$ cat config.mk
export PLATFORM = sky130hd
export DESIGN_NAME = cache_arbiter_flat
export DESIGN_NICKNAME = d
export VERILOG_FILES = /design/src/rtl/cache_arbiter_if.sv /design/src/rtl/cache_arbiter.sv /design/src/flat_wrapper.sv
export SDC_FILE = /design/constraint.sdc
export NUM_CORES = 1
export LEC_CHECK = 0
export BUFFER_PORTS_ARGS = -buffer_cell sky130_fd_sc_hd__buf_2
export CAP_MARGIN = 20
export CORE_AREA = 2 2 543 545
export CTS_CLUSTER_SIZE = 28
export DETAILED_ROUTE_END_ITERATION = 6
export DIE_AREA = 0 0 545 547
export HOLD_SLACK_MARGIN = 0.06
export PLACE_DENSITY_LB_ADDON = 0.08
export SLEW_MARGIN = 20
export SYNTH_ARGS = -nofsm -noshare
export SYNTH_HDL_FRONTEND = slang
export SYNTH_SLANG_ARGS = --single-unit
$ cat constraint.sdc
create_clock -name clk -period 3.1 [get_ports clk]
set_clock_uncertainty 0.05 [all_clocks]
set_input_delay 0.62 -clock clk [delete_from_list [all_inputs] [get_ports clk]]
set_output_delay 0.62 -clock clk [all_outputs]
set_load 0.05 [all_outputs]
$ cat src/rtl/cache_arbiter_if.sv
// Bundle between the two cache miss paths, the arbiter and the shared memory port.
// master is the arbiter's view (it owns the memory port); slave is the caches/memory side.
interface cache_arbiter_if #(
    parameter int ADDR_W = 32,
    parameter int LINE_W = 256
);
    logic              i_read;
    logic [ADDR_W-1:0] i_addr;
    logic [LINE_W-1:0] i_rdata;
    logic              i_resp;

    logic              d_read;
    logic              d_write;
    logic [ADDR_W-1:0] d_addr;
    logic [LINE_W-1:0] d_wdata;
    logic [LINE_W-1:0] d_rdata;
    logic              d_resp;

    logic              mem_read;
    logic              mem_write;
    logic [ADDR_W-1:0] mem_addr;
    logic [LINE_W-1:0] mem_wdata;
    logic [LINE_W-1:0] mem_rdata;
    logic              mem_resp;

    modport master (
        input  i_read, i_addr,
        output i_rdata, i_resp,
        input  d_read, d_write, d_addr, d_wdata,
        output d_rdata, d_resp,
        output mem_read, mem_write, mem_addr, mem_wdata,
        input  mem_rdata, mem_resp
    );

    modport slave (
        output i_read, i_addr,
        input  i_rdata, i_resp,
        output d_read, d_write, d_addr, d_wdata,
        input  d_rdata, d_resp,
        input  mem_read, mem_write, mem_addr, mem_wdata,
        output mem_rdata, mem_resp
    );
endinterface

$ cat src/rtl/cache_arbiter.sv
// Serializes I-cache and D-cache line transactions onto one memory port,
// alternating ownership under contention so neither miss path starves.
module cache_arbiter #(
    parameter int ADDR_W = 32,
    parameter int LINE_W = 256
) (
    input  logic            clk,
    input  logic            rst,
    cache_arbiter_if.master bus
);
    typedef enum logic [1:0] {IDLE, SERVE_I, SERVE_D, DONE} state_t;

    state_t            state;
    logic              last_gnt_d;
    logic              op_write;
    logic              mem_read_q;
    logic              mem_write_q;
    logic              i_req;
    logic              d_req;
    logic              d_first;
    logic [ADDR_W-1:0] addr_sel;
    logic [LINE_W-1:0] wdata_sel;

    assign i_req = bus.i_read;
    assign d_req = bus.d_read | bus.d_write;
    // A tie goes to whichever side did not own the previous transaction.
    assign d_first = d_req && (!i_req || !last_gnt_d);

    always_ff @(posedge clk) begin
        if (!rst) begin
            state       <= IDLE;
            last_gnt_d  <= 1'b0;
            op_write    <= 1'b0;
            mem_read_q  <= 1'b0;
            mem_write_q <= 1'b0;
        end else begin
            case (state)
                IDLE: begin
                    if (d_first) begin
                        state       <= SERVE_D;
                        last_gnt_d  <= 1'b1;
                        op_write    <= bus.d_write;
                        mem_read_q  <= !bus.d_write;
                        mem_write_q <= bus.d_write;
                    end else if (i_req) begin
                        state       <= SERVE_I;
                        last_gnt_d  <= 1'b0;
                        op_write    <= 1'b0;
                        mem_read_q  <= 1'b1;
                        mem_write_q <= 1'b0;
                    end
                end
                SERVE_I, SERVE_D: begin
                    if (bus.mem_resp) begin
                        state       <= DONE;
                        mem_read_q  <= 1'b0;
                        mem_write_q <= 1'b0;
                    end
                end
                // One quiet cycle lets the finished requester drop its held request.
                DONE: begin
                    state    <= IDLE;
                    op_write <= 1'b0;
                end
                default: state <= IDLE;
            endcase
        end
    end

    always_comb begin
        addr_sel  = '0;
        wdata_sel = '0;
        case (state)
            SERVE_I: addr_sel = bus.i_addr;
            SERVE_D: begin
                addr_sel = bus.d_addr;
                if (op_write) wdata_sel = bus.d_wdata;
            end
            default: ;
        endcase
    end

    assign bus.mem_read  = mem_read_q;
    assign bus.mem_write = mem_write_q;
    assign bus.mem_addr  = addr_sel;
    assign bus.mem_wdata = wdata_sel;
    assign bus.i_rdata   = bus.mem_rdata;
    assign bus.d_rdata   = bus.mem_rdata;
    assign bus.i_resp    = (state == SERVE_I) && bus.mem_resp;
    assign bus.d_resp    = (state == SERVE_D) && bus.mem_resp;

    a_i_held:    assert property (@(posedge clk) disable iff (!rst) (state == SERVE_I) |-> bus.i_read);
    a_d_held:    assert property (@(posedge clk) disable iff (!rst) (state == SERVE_D) |-> (bus.d_read || bus.d_write));
    a_op_excl:   assert property (@(posedge clk) disable iff (!rst) !(mem_read_q && mem_write_q));
    a_resp_excl: assert property (@(posedge clk) disable iff (!rst) !(bus.i_resp && bus.d_resp));
endmodule

$ cat src/flat_wrapper.sv
// flat-port wrapper written by rule: the top's interface ports become plain ports
module cache_arbiter_flat 
#(
    parameter int ADDR_W = 32,
    parameter int LINE_W = 256
)
  (clk, rst, bus_i_read, bus_i_addr, bus_i_rdata, bus_i_resp, bus_d_read, bus_d_write, bus_d_addr, bus_d_wdata, bus_d_rdata, bus_d_resp, bus_mem_read, bus_mem_write, bus_mem_addr, bus_mem_wdata, bus_mem_rdata, bus_mem_resp);
  cache_arbiter_if #(.ADDR_W(ADDR_W), .LINE_W(LINE_W)) bus_i ();
  input  logic clk;
  input  logic rst;
  input wire logic [$bits(bus_i.i_read)-1:0] bus_i_read;
  input wire logic [$bits(bus_i.i_addr)-1:0] bus_i_addr;
  output wire logic [$bits(bus_i.i_rdata)-1:0] bus_i_rdata;
  output wire logic [$bits(bus_i.i_resp)-1:0] bus_i_resp;
  input wire logic [$bits(bus_i.d_read)-1:0] bus_d_read;
  input wire logic [$bits(bus_i.d_write)-1:0] bus_d_write;
  input wire logic [$bits(bus_i.d_addr)-1:0] bus_d_addr;
  input wire logic [$bits(bus_i.d_wdata)-1:0] bus_d_wdata;
  output wire logic [$bits(bus_i.d_rdata)-1:0] bus_d_rdata;
  output wire logic [$bits(bus_i.d_resp)-1:0] bus_d_resp;
  output wire logic [$bits(bus_i.mem_read)-1:0] bus_mem_read;
  output wire logic [$bits(bus_i.mem_write)-1:0] bus_mem_write;
  output wire logic [$bits(bus_i.mem_addr)-1:0] bus_mem_addr;
  output wire logic [$bits(bus_i.mem_wdata)-1:0] bus_mem_wdata;
  input wire logic [$bits(bus_i.mem_rdata)-1:0] bus_mem_rdata;
  input wire logic [$bits(bus_i.mem_resp)-1:0] bus_mem_resp;
  assign bus_i.i_read = bus_i_read;
  assign bus_i.i_addr = bus_i_addr;
  assign bus_i_rdata = bus_i.i_rdata;
  assign bus_i_resp = bus_i.i_resp;
  assign bus_i.d_read = bus_d_read;
  assign bus_i.d_write = bus_d_write;
  assign bus_i.d_addr = bus_d_addr;
  assign bus_i.d_wdata = bus_d_wdata;
  assign bus_d_rdata = bus_i.d_rdata;
  assign bus_d_resp = bus_i.d_resp;
  assign bus_mem_read = bus_i.mem_read;
  assign bus_mem_write = bus_i.mem_write;
  assign bus_mem_addr = bus_i.mem_addr;
  assign bus_mem_wdata = bus_i.mem_wdata;
  assign bus_i.mem_rdata = bus_mem_rdata;
  assign bus_i.mem_resp = bus_mem_resp;
  cache_arbiter #(.ADDR_W(ADDR_W), .LINE_W(LINE_W)) u_core (.clk(clk), .rst(rst), .bus(bus_i));
endmodule
==> run summary, run 1 <==
================================================================================
Number of flip-flops and latches in the synthesized netlist                    6
Crit path capture                                                   bus_mem_addr[9]
Net count of the finished layout                                            1607
Proportion of synthesized chip area in sequential cells                    1.83%
Root buffer selected by CTS                                            clkbuf_16
Clk sink count                                                                 6
Stages on the worst setup path                                                 7
Critical Path Most Common Cell                                            buf_12
Global-route total usage across every layer                                8.26%
Via count                                                                   7162
Met2 usage in global routing                                               11.5%
Met1 GRT Util                                                              7.72%
First element of the critical path                                  u_core.state[0]
Pre-antenna DRT Iters                                                          4
Distinct cells, synth                                                         26
Critical path's slowest cell                                             dfxtp_1
GRT met3 Usage                                                             8.81%
Path type of the worst setup path                                   flip-flop to primary output
Count of final max-slew check failures                                         0
Gate family responsible for the most delay along the worst path     buffers and inverters
EDFF count, synth                                                              0
Finish-stage setup viols                                                       0
Area of the die                                                       298000 um2
RSZ-0062 raised after global routing                                          no
Highest achievable clock rate                                            341 MHz
Post-synthesis instance area                                            6550 um2
Crit path buffers/inverters                                                    4
Area added between synthesis and finish                                    86.0%
Capturing element type of the critical path                         primary output
Share of cells above drive strength 1                                      65.2%
Ys async rst share                                                            0%
Max Root-Sink Buffers                                                          2
Switching Share                                                            66.1%
Register share of total power                                               2.8%
Largest stage delay on the critical path                                  340 ps
Layer with the highest usage                                                met2
Crit start category                                                    flip-flop
Count of nets left with antenna violations after detail routing                0
Most used standard cell by instance count after synthesis                  buf_4
Post-route design area                                                 12200 um2
Wire length after detailed routing                                     130000 um
Area fraction of the dominant cell type after synthesis                    58.7%
Clock tree from TritonCTS                                                  built
Top_reg_cell synth                                                       dfxtp_1
Placed instance area                                                   12000 um2
Static leakage power                                                     5.14 nW
Required time reported for the critical path endpoint                    2430 ps
HPWL after detailed placement                                          121000 um
Number of nets in the synthesized netlist                                   1533
CP cell instances                                                   inv_1, ha_4, buf_12, buf_4, a22oi_1, nor2b_1, buf_12
CORE AREA                                                             293000 um2
Final worst path period need                                             2930 ps
Number of antenna violations at the first check in global routing             93
Relative contribution of combinational cells to total power                93.1%
Number of buffers created by CTS                                               3
Average size of a mapped cell                                           6.93 um2
DRC violations left                                                            0
Internal power consumption                                               1.84 mW
H-Tree Depth                                                                   1
Clk pin slew, worst setup/hold paths                                       40 ps
Largest net degree at the start of global routing                             81
Clock network fraction of total power                                       4.1%
Insertion delay of the later-clocked pin in the worst-skew pair           230 ps
Top cells by area, synth                                            buf_4 59%, and3_1 24%, a22oi_1 3.7%
Status                                                              finished clean
Cell taking the most area after synthesis                                  buf_4
Gate count of the mapped netlist                                             945
Slew Limit Headroom                                                        63.5%
Fin crit share                                                             94.7%
Ratio of routed vias to standard cells                                      1.45
FF-to-FF Start                                                      u_core.state[0]
Worst-margin pin slew                                                     549 ps
Port bufs                                                                    617
Effective utilization at floorplan                                         2.24%
Cell row count                                                               199
Reg-to-reg setup timing slack                                            1200 ps
Yosys warning total                                                            0
Boundary Pins                                                               1386
Capture point of the worst reg-to-reg path                          u_core.op_write
Initial drt markers                                                          331
Setup slack at placement                                                  179 ps
Routed WL per cell                                                       26.2 um
Synth top cells by count                                            512 x buf_4, 256 x and3_1, 64 x clkbuf_1, 32 x a22oi_1, 32 x nor2b_1
Max Cap Viol                                                                   0
Worst EP arrival                                                         2260 ps
Least setup slack across all paths after layout                           165 ps
Net load switching power                                                 3.58 mW
Min-delay worst type                                                flip-flop to flip-flop
Power density relative to cell area                                   445 nW/um2
Die W                                                                     545 um
Aggregate negative setup slack                                              0 ps
Via count of the first global-routing pass                                  7342
GR Overflow Total                                                              0
Global-route wire length before repair                                 147000 um
FF-to-FF path depth                                                            5
Largest vdd supply drop                                                 0.240 mV
Die height                                                                547 um
Highest fanout seen on the critical path                                      36
Final number of hold-violating endpoints                                       0
Routability-driven placement congestion ratio                              0.861
================================================================================
cell type report:
type,instances,area (um2)
Antenna cell,12,30.0
Clock buffer,4,78.8
Fill cell,34900,280000
Inverter,4,15.0
Multi-Input combinational cell,355,2350
Sequential cell,6,124
Tap cell,3919,4900
Timing Repair Buffer,649,4680
tightest hold or removal path, cell delays in order, from the launching register on:
cell and delay [ps]:
dfxtp_1 310, nand2_1 60, o22ai_1 70
what timing repair did:
action / CTS / global route
hold buffers: 0 / 0
setup buffers: 1 / 2
setup endpoints to repair: 8 / 7
gates cloned: 0 / 0
gates resized for setup: 3 / 1
kinds of logic after synthesis:
group	after synthesis	synth area share, %
AO/OA/AOI/OAI	45	5.06
adder cells (fa/ha/maj)	6	1.15
buffers and inverters	584	62.9
flip-flops	6	1.83
multiplexers	2	0.325
AND/OR/NAND/NOR	302	28.8
sequential cells by signal (all words and copies together) (netlist names):
signal	flops
u_core.bus.mem_read	1
u_core.state	2
u_core.last_gnt_d	1
u_core.op_write	1
u_core.bus.mem_write	1
per-layer routing:
| layer | vias up | routed length [um] |
|---|---|---|
| li1 | 2769 | - |
| met1 | 2987 | 40900 |
| met2 | 952 | 50200 |
| met3 | 452 | 31500 |
| met4 | 2 | 7070 |
| met5 | - | 13 |
stage by stage:
step / util [%] / hold WS, ps / cells / power [mW]
2_1_floorplan: - / 417 / 945 / 4.39
3_3_place_gp: 4.11 / 448 / 4930 / 5.35
3_5_place_dp: 4.11 / 443 / 4930 / 5.31
4_1_cts: 4.15 / 452 / 4935 / 5.60
5_1_grt: 4.16 / 471 / 4939 / 5.80
6_report: 4.17 / 446 / 4949 / 5.42
cells in the final DEF (no fill, tap or decap), types with 2 or more instances in the layout:
master       n
nor2b_1     32
o21ai_0      2
and3_1     256
inv_1        4
a22oi_1     28
ha_2         2
buf_4       19
and2_1       2
nand2_1      7
dfxtp_1      5
buf_2      537
buf_12      92
a21oi_1      2
ha_1         3
a21boi_0     2
clkbuf_16    3
diode_2     12
o22ai_1      3
a22oi_2      4
power by group through the flow:
stage / combinational, mW / clock, mW / sequential (mW)
3_5_place_dp: 5.15 / 0 / 0.161
3_3_place_gp: 5.19 / 0 / 0.159
4_1_cts: 5.21 / 0.225 / 0.160
5_1_grt: 5.40 / 0.231 / 0.164
2_1_floorplan: 4.23 / 0 / 0.165
6_report: 5.05 / 0.220 / 0.154
worst min-delay path by stage:
stage,startpoint,to,cells after the start
2_1_floorplan,u_core.last_gnt_d,u_core.last_gnt_d,2
3_3_place_gp,u_core.bus.mem_write,u_core.bus.mem_write,2
3_5_place_dp,u_core.bus.mem_write,u_core.bus.mem_write,2
4_1_cts,u_core.bus.mem_write,u_core.bus.mem_write,2
5_1_grt,u_core.bus.mem_write,u_core.bus.mem_write,2
6_report,u_core.bus.mem_write,u_core.bus.mem_write,2
No activity file was read; power rests on OpenSTA's default activity.
==> run 2, diff against run 1 <==
--- a/config.mk
+++ b/config.mk
@@ -13,6 +13,7 @@
 export DIE_AREA = 0 0 545 547
 export HOLD_SLACK_MARGIN = 0.06
 export PLACE_DENSITY_LB_ADDON = 0.08
+export SETUP_SLACK_MARGIN = 0.5
 export SLEW_MARGIN = 20
 export SYNTH_ARGS = -nofsm -noshare
 export SYNTH_HDL_FRONTEND = slang
==> run summary, run 2 (synthesis gave the netlist of run 1 again) <==
================================================================================
Required time reported for the critical path endpoint                    2430 ps   about the same
Crit start category                                                    flip-flop   unchanged
Clk pin slew, worst setup/hold paths                                       40 ps   about the same
Routability-driven placement congestion ratio                              0.861   unchanged
Largest vdd supply drop                                                 0.237 mV   was 0.240 mV
Final number of hold-violating endpoints                                       0   unchanged
Area added between synthesis and finish                                    96.6%   was 86.0%
Largest stage delay on the critical path                                  360 ps   was 340 ps
Cell row count                                                               199   unchanged
Largest net degree at the start of global routing                             81   unchanged
Finish-stage setup viols                                                       0   unchanged
Setup slack at placement                                                  179 ps   unchanged
Clock tree from TritonCTS                                                  built   unchanged
Max reg flops                                                                  2   unchanged
Die height                                                                547 um   unchanged
Status                                                              finished clean   unchanged
Max Cap Viol                                                                   0   unchanged
Ratio of routed vias to standard cells                                      1.46   was 1.45
Final worst path period need                                             2630 ps   was 2930 ps
RSZ-0062 raised after global routing                                         yes   was no
Relative contribution of combinational cells to total power                93.9%   was 93.1%
DRC violations left                                                            0   unchanged
Register share of total power                                               2.6%   was 2.8%
Initial drt markers                                                          347   was 331
Number of antenna violations at the first check in global routing             90   was 93
Fin crit share                                                             85.0%   was 94.7%
Power density relative to cell area                                   482 nW/um2   was 445 nW/um2
Critical path's slowest cell                                             dfxtp_4   was dfxtp_1
Multi-input logic area                                                  2490 um2   was 2350 um2
Net load switching power                                                 3.87 mW   was 3.58 mW
Final cell count without fillers                                            4963   was 4949
Area of the die                                                       298000 um2   unchanged
Count of nets left with antenna violations after detail routing                0   unchanged
Path type of the worst setup path                                   flip-flop to primary output   unchanged
Clock network fraction of total power                                       3.5%   was 4.1%
Slew Limit Headroom                                                        67.2%   was 63.5%
HPWL after detailed placement                                          121000 um   unchanged
Highest achievable clock rate                                            380 MHz   was 341 MHz
Net count of the finished layout                                            1622   was 1607
Min-delay worst type                                                flip-flop to flip-flop   unchanged
Aggregate negative setup slack                                              0 ps   unchanged
Effective utilization at floorplan                                         2.24%   unchanged
Number of fill cells                                                       34900   about the same
Static leakage power                                                     5.29 nW   was 5.14 nW
CP cell instances                                                   inv_4, ha_4, buf_12, buf_16, buf_12, a22oi_2, nor2b_2, buf_12   was inv_1, ha_4, buf_12, buf_4, a22oi_1, nor2b_1, buf_12
Register with the most flip-flops                                   u_core.state   unchanged
Global-route wire length before repair                                 149000 um   was 147000 um
Total instance count after detailed placement                               4930   unchanged
Pre-antenna DRT Iters                                                          4   unchanged
Insertion delay of the later-clocked pin in the worst-skew pair           230 ps   about the same
Clk sink count                                                                 6   unchanged
Via count                                                                   7233   was 7162
Critical Path Most Common Cell                                            buf_12   unchanged
Port bufs                                                                    617   unchanged
Least setup slack across all paths after layout                           466 ps   was 165 ps
Routed WL per cell                                                       26.8 um   was 26.2 um
H-Tree Depth                                                                   1   unchanged
Leading cell type in the layout, fill and taps excluded                    buf_2   unchanged
Max Root-Sink Buffers                                                          2   unchanged
Number of buffers created by CTS                                               3   unchanged
Switching Share                                                            62.3%   was 66.1%
Global-route total usage across every layer                                8.39%   was 8.26%
Via count of the first global-routing pass                                  7411   was 7342
Sequential Area                                                          131 um2   was 124 um2
Internal power consumption                                               2.34 mW   was 1.84 mW
Highest-count cells in the layout ignoring fill and taps            464 x buf_2, 245 x and3_1, 93 x buf_12, 56 x buf_4, 24 x buf_6   was 537 x buf_2, 256 x and3_1, 92 x buf_12, 32 x nor2b_1, 28 x a22oi_1
CORE AREA                                                             293000 um2   unchanged
Share of cells above drive strength 1                                      69.5%   was 65.2%
Worst EP arrival                                                         1960 ps   was 2260 ps
Highest fanout seen on the critical path                                       8   was 36
Root buffer selected by CTS                                            clkbuf_16   unchanged
Wire length after detailed routing                                     133000 um   was 130000 um
Post-route core utilization                                                4.40%   was 4.17%
GR Overflow Total                                                              0   unchanged
Total power draw                                                         6.21 mW   was 5.42 mW
Boundary Pins                                                               1386   unchanged
Die W                                                                     545 um   unchanged
Worst-margin pin slew                                                     496 ps   was 549 ps
Count of final max-slew check failures                                         0   unchanged
Capturing element type of the critical path                         primary output   unchanged
================================================================================
-- run 2: cell types whose count changed in the layout (fill, tap and decap cells not counted), sizes merged --
cell    change
buf         -9
bufbuf      +3
clkbuf     +21
diode       -1
-- run 2: final timing paths --
check | slack (ps) | startpoint | depth (start not counted) | to
hold / removal | 450 | u_core.bus.mem_write | 2 | u_core.bus.mem_write
hold reg to reg | 450 | u_core.bus.mem_write | 2 | u_core.bus.mem_write
setup / recovery | 470 | u_core.state[0] | 8 | bus_mem_addr[6]
setup reg to reg | 1230 | u_core.state[0] | 6 | u_core.op_write
-- run 2: final cells by class --
type | count | share of cell area [%]
diodes | 11 | 0.214
clock buffers | 4 | 0.612
inverters | 4 | 0.136
multi-input cells | 355 | 19.3
flip-flops and latches | 6 | 1.02
well taps | 3919 | 38.1
repair buffers | 664 | 40.6
-- run 2: repair_timing --
item | CTS | global route
cloned | 3 | 2
setup buffers | 12 | 1
pin swaps | 4 | 7
endpoints found under the setup margin | 265 | 112
resized for setup | 96 | 60
hold buffers | 0 | 0
-- run 2: critical path: cells and delay by family, from the launching register on --
kind                       cells  cell delay (ps)
buffers and inverters          5              660
AOI/OAI and AO/OA              1              360
adders and majority gates      1              200
and+or+nand+nor                1              100
DFF                            1              360
-- run 2: power by group through the flow --
| stage | clock (mW) | sequential, mW | combinational (mW) |
|---|---|---|---|
| 2_1_floorplan | 0 | 0.165 | 4.23 |
| 3_3_place_gp | 0 | 0.159 | 5.19 |
| 3_5_place_dp | 0 | 0.161 | 5.15 |
| 4_1_cts | 0.225 | 0.164 | 5.75 |
| 5_1_grt | 0.231 | 0.171 | 6.25 |
| 6_report | 0.219 | 0.162 | 5.83 |
-- run 2: metrics by stage --
step                      hold WS, ps  instance area [um2]
after floorplan                   417                 6550
after global placement            448                12000
after detailed placement          443                12000
after CTS                         452                12600
after global routing              471                12900
final                             448                12900
-- run 2: metal layers --
metal  wire, um  part of all wire [%]  vias up  track usage [%]
li1           -                     -     2804                -
met1      41500                    31     3010             7.79
met2      52400                    39      948             11.9
met3      31800                    24      469             8.82
met4       7370                   5.5        2             3.50
met5         13                0.0098        -           0.0802
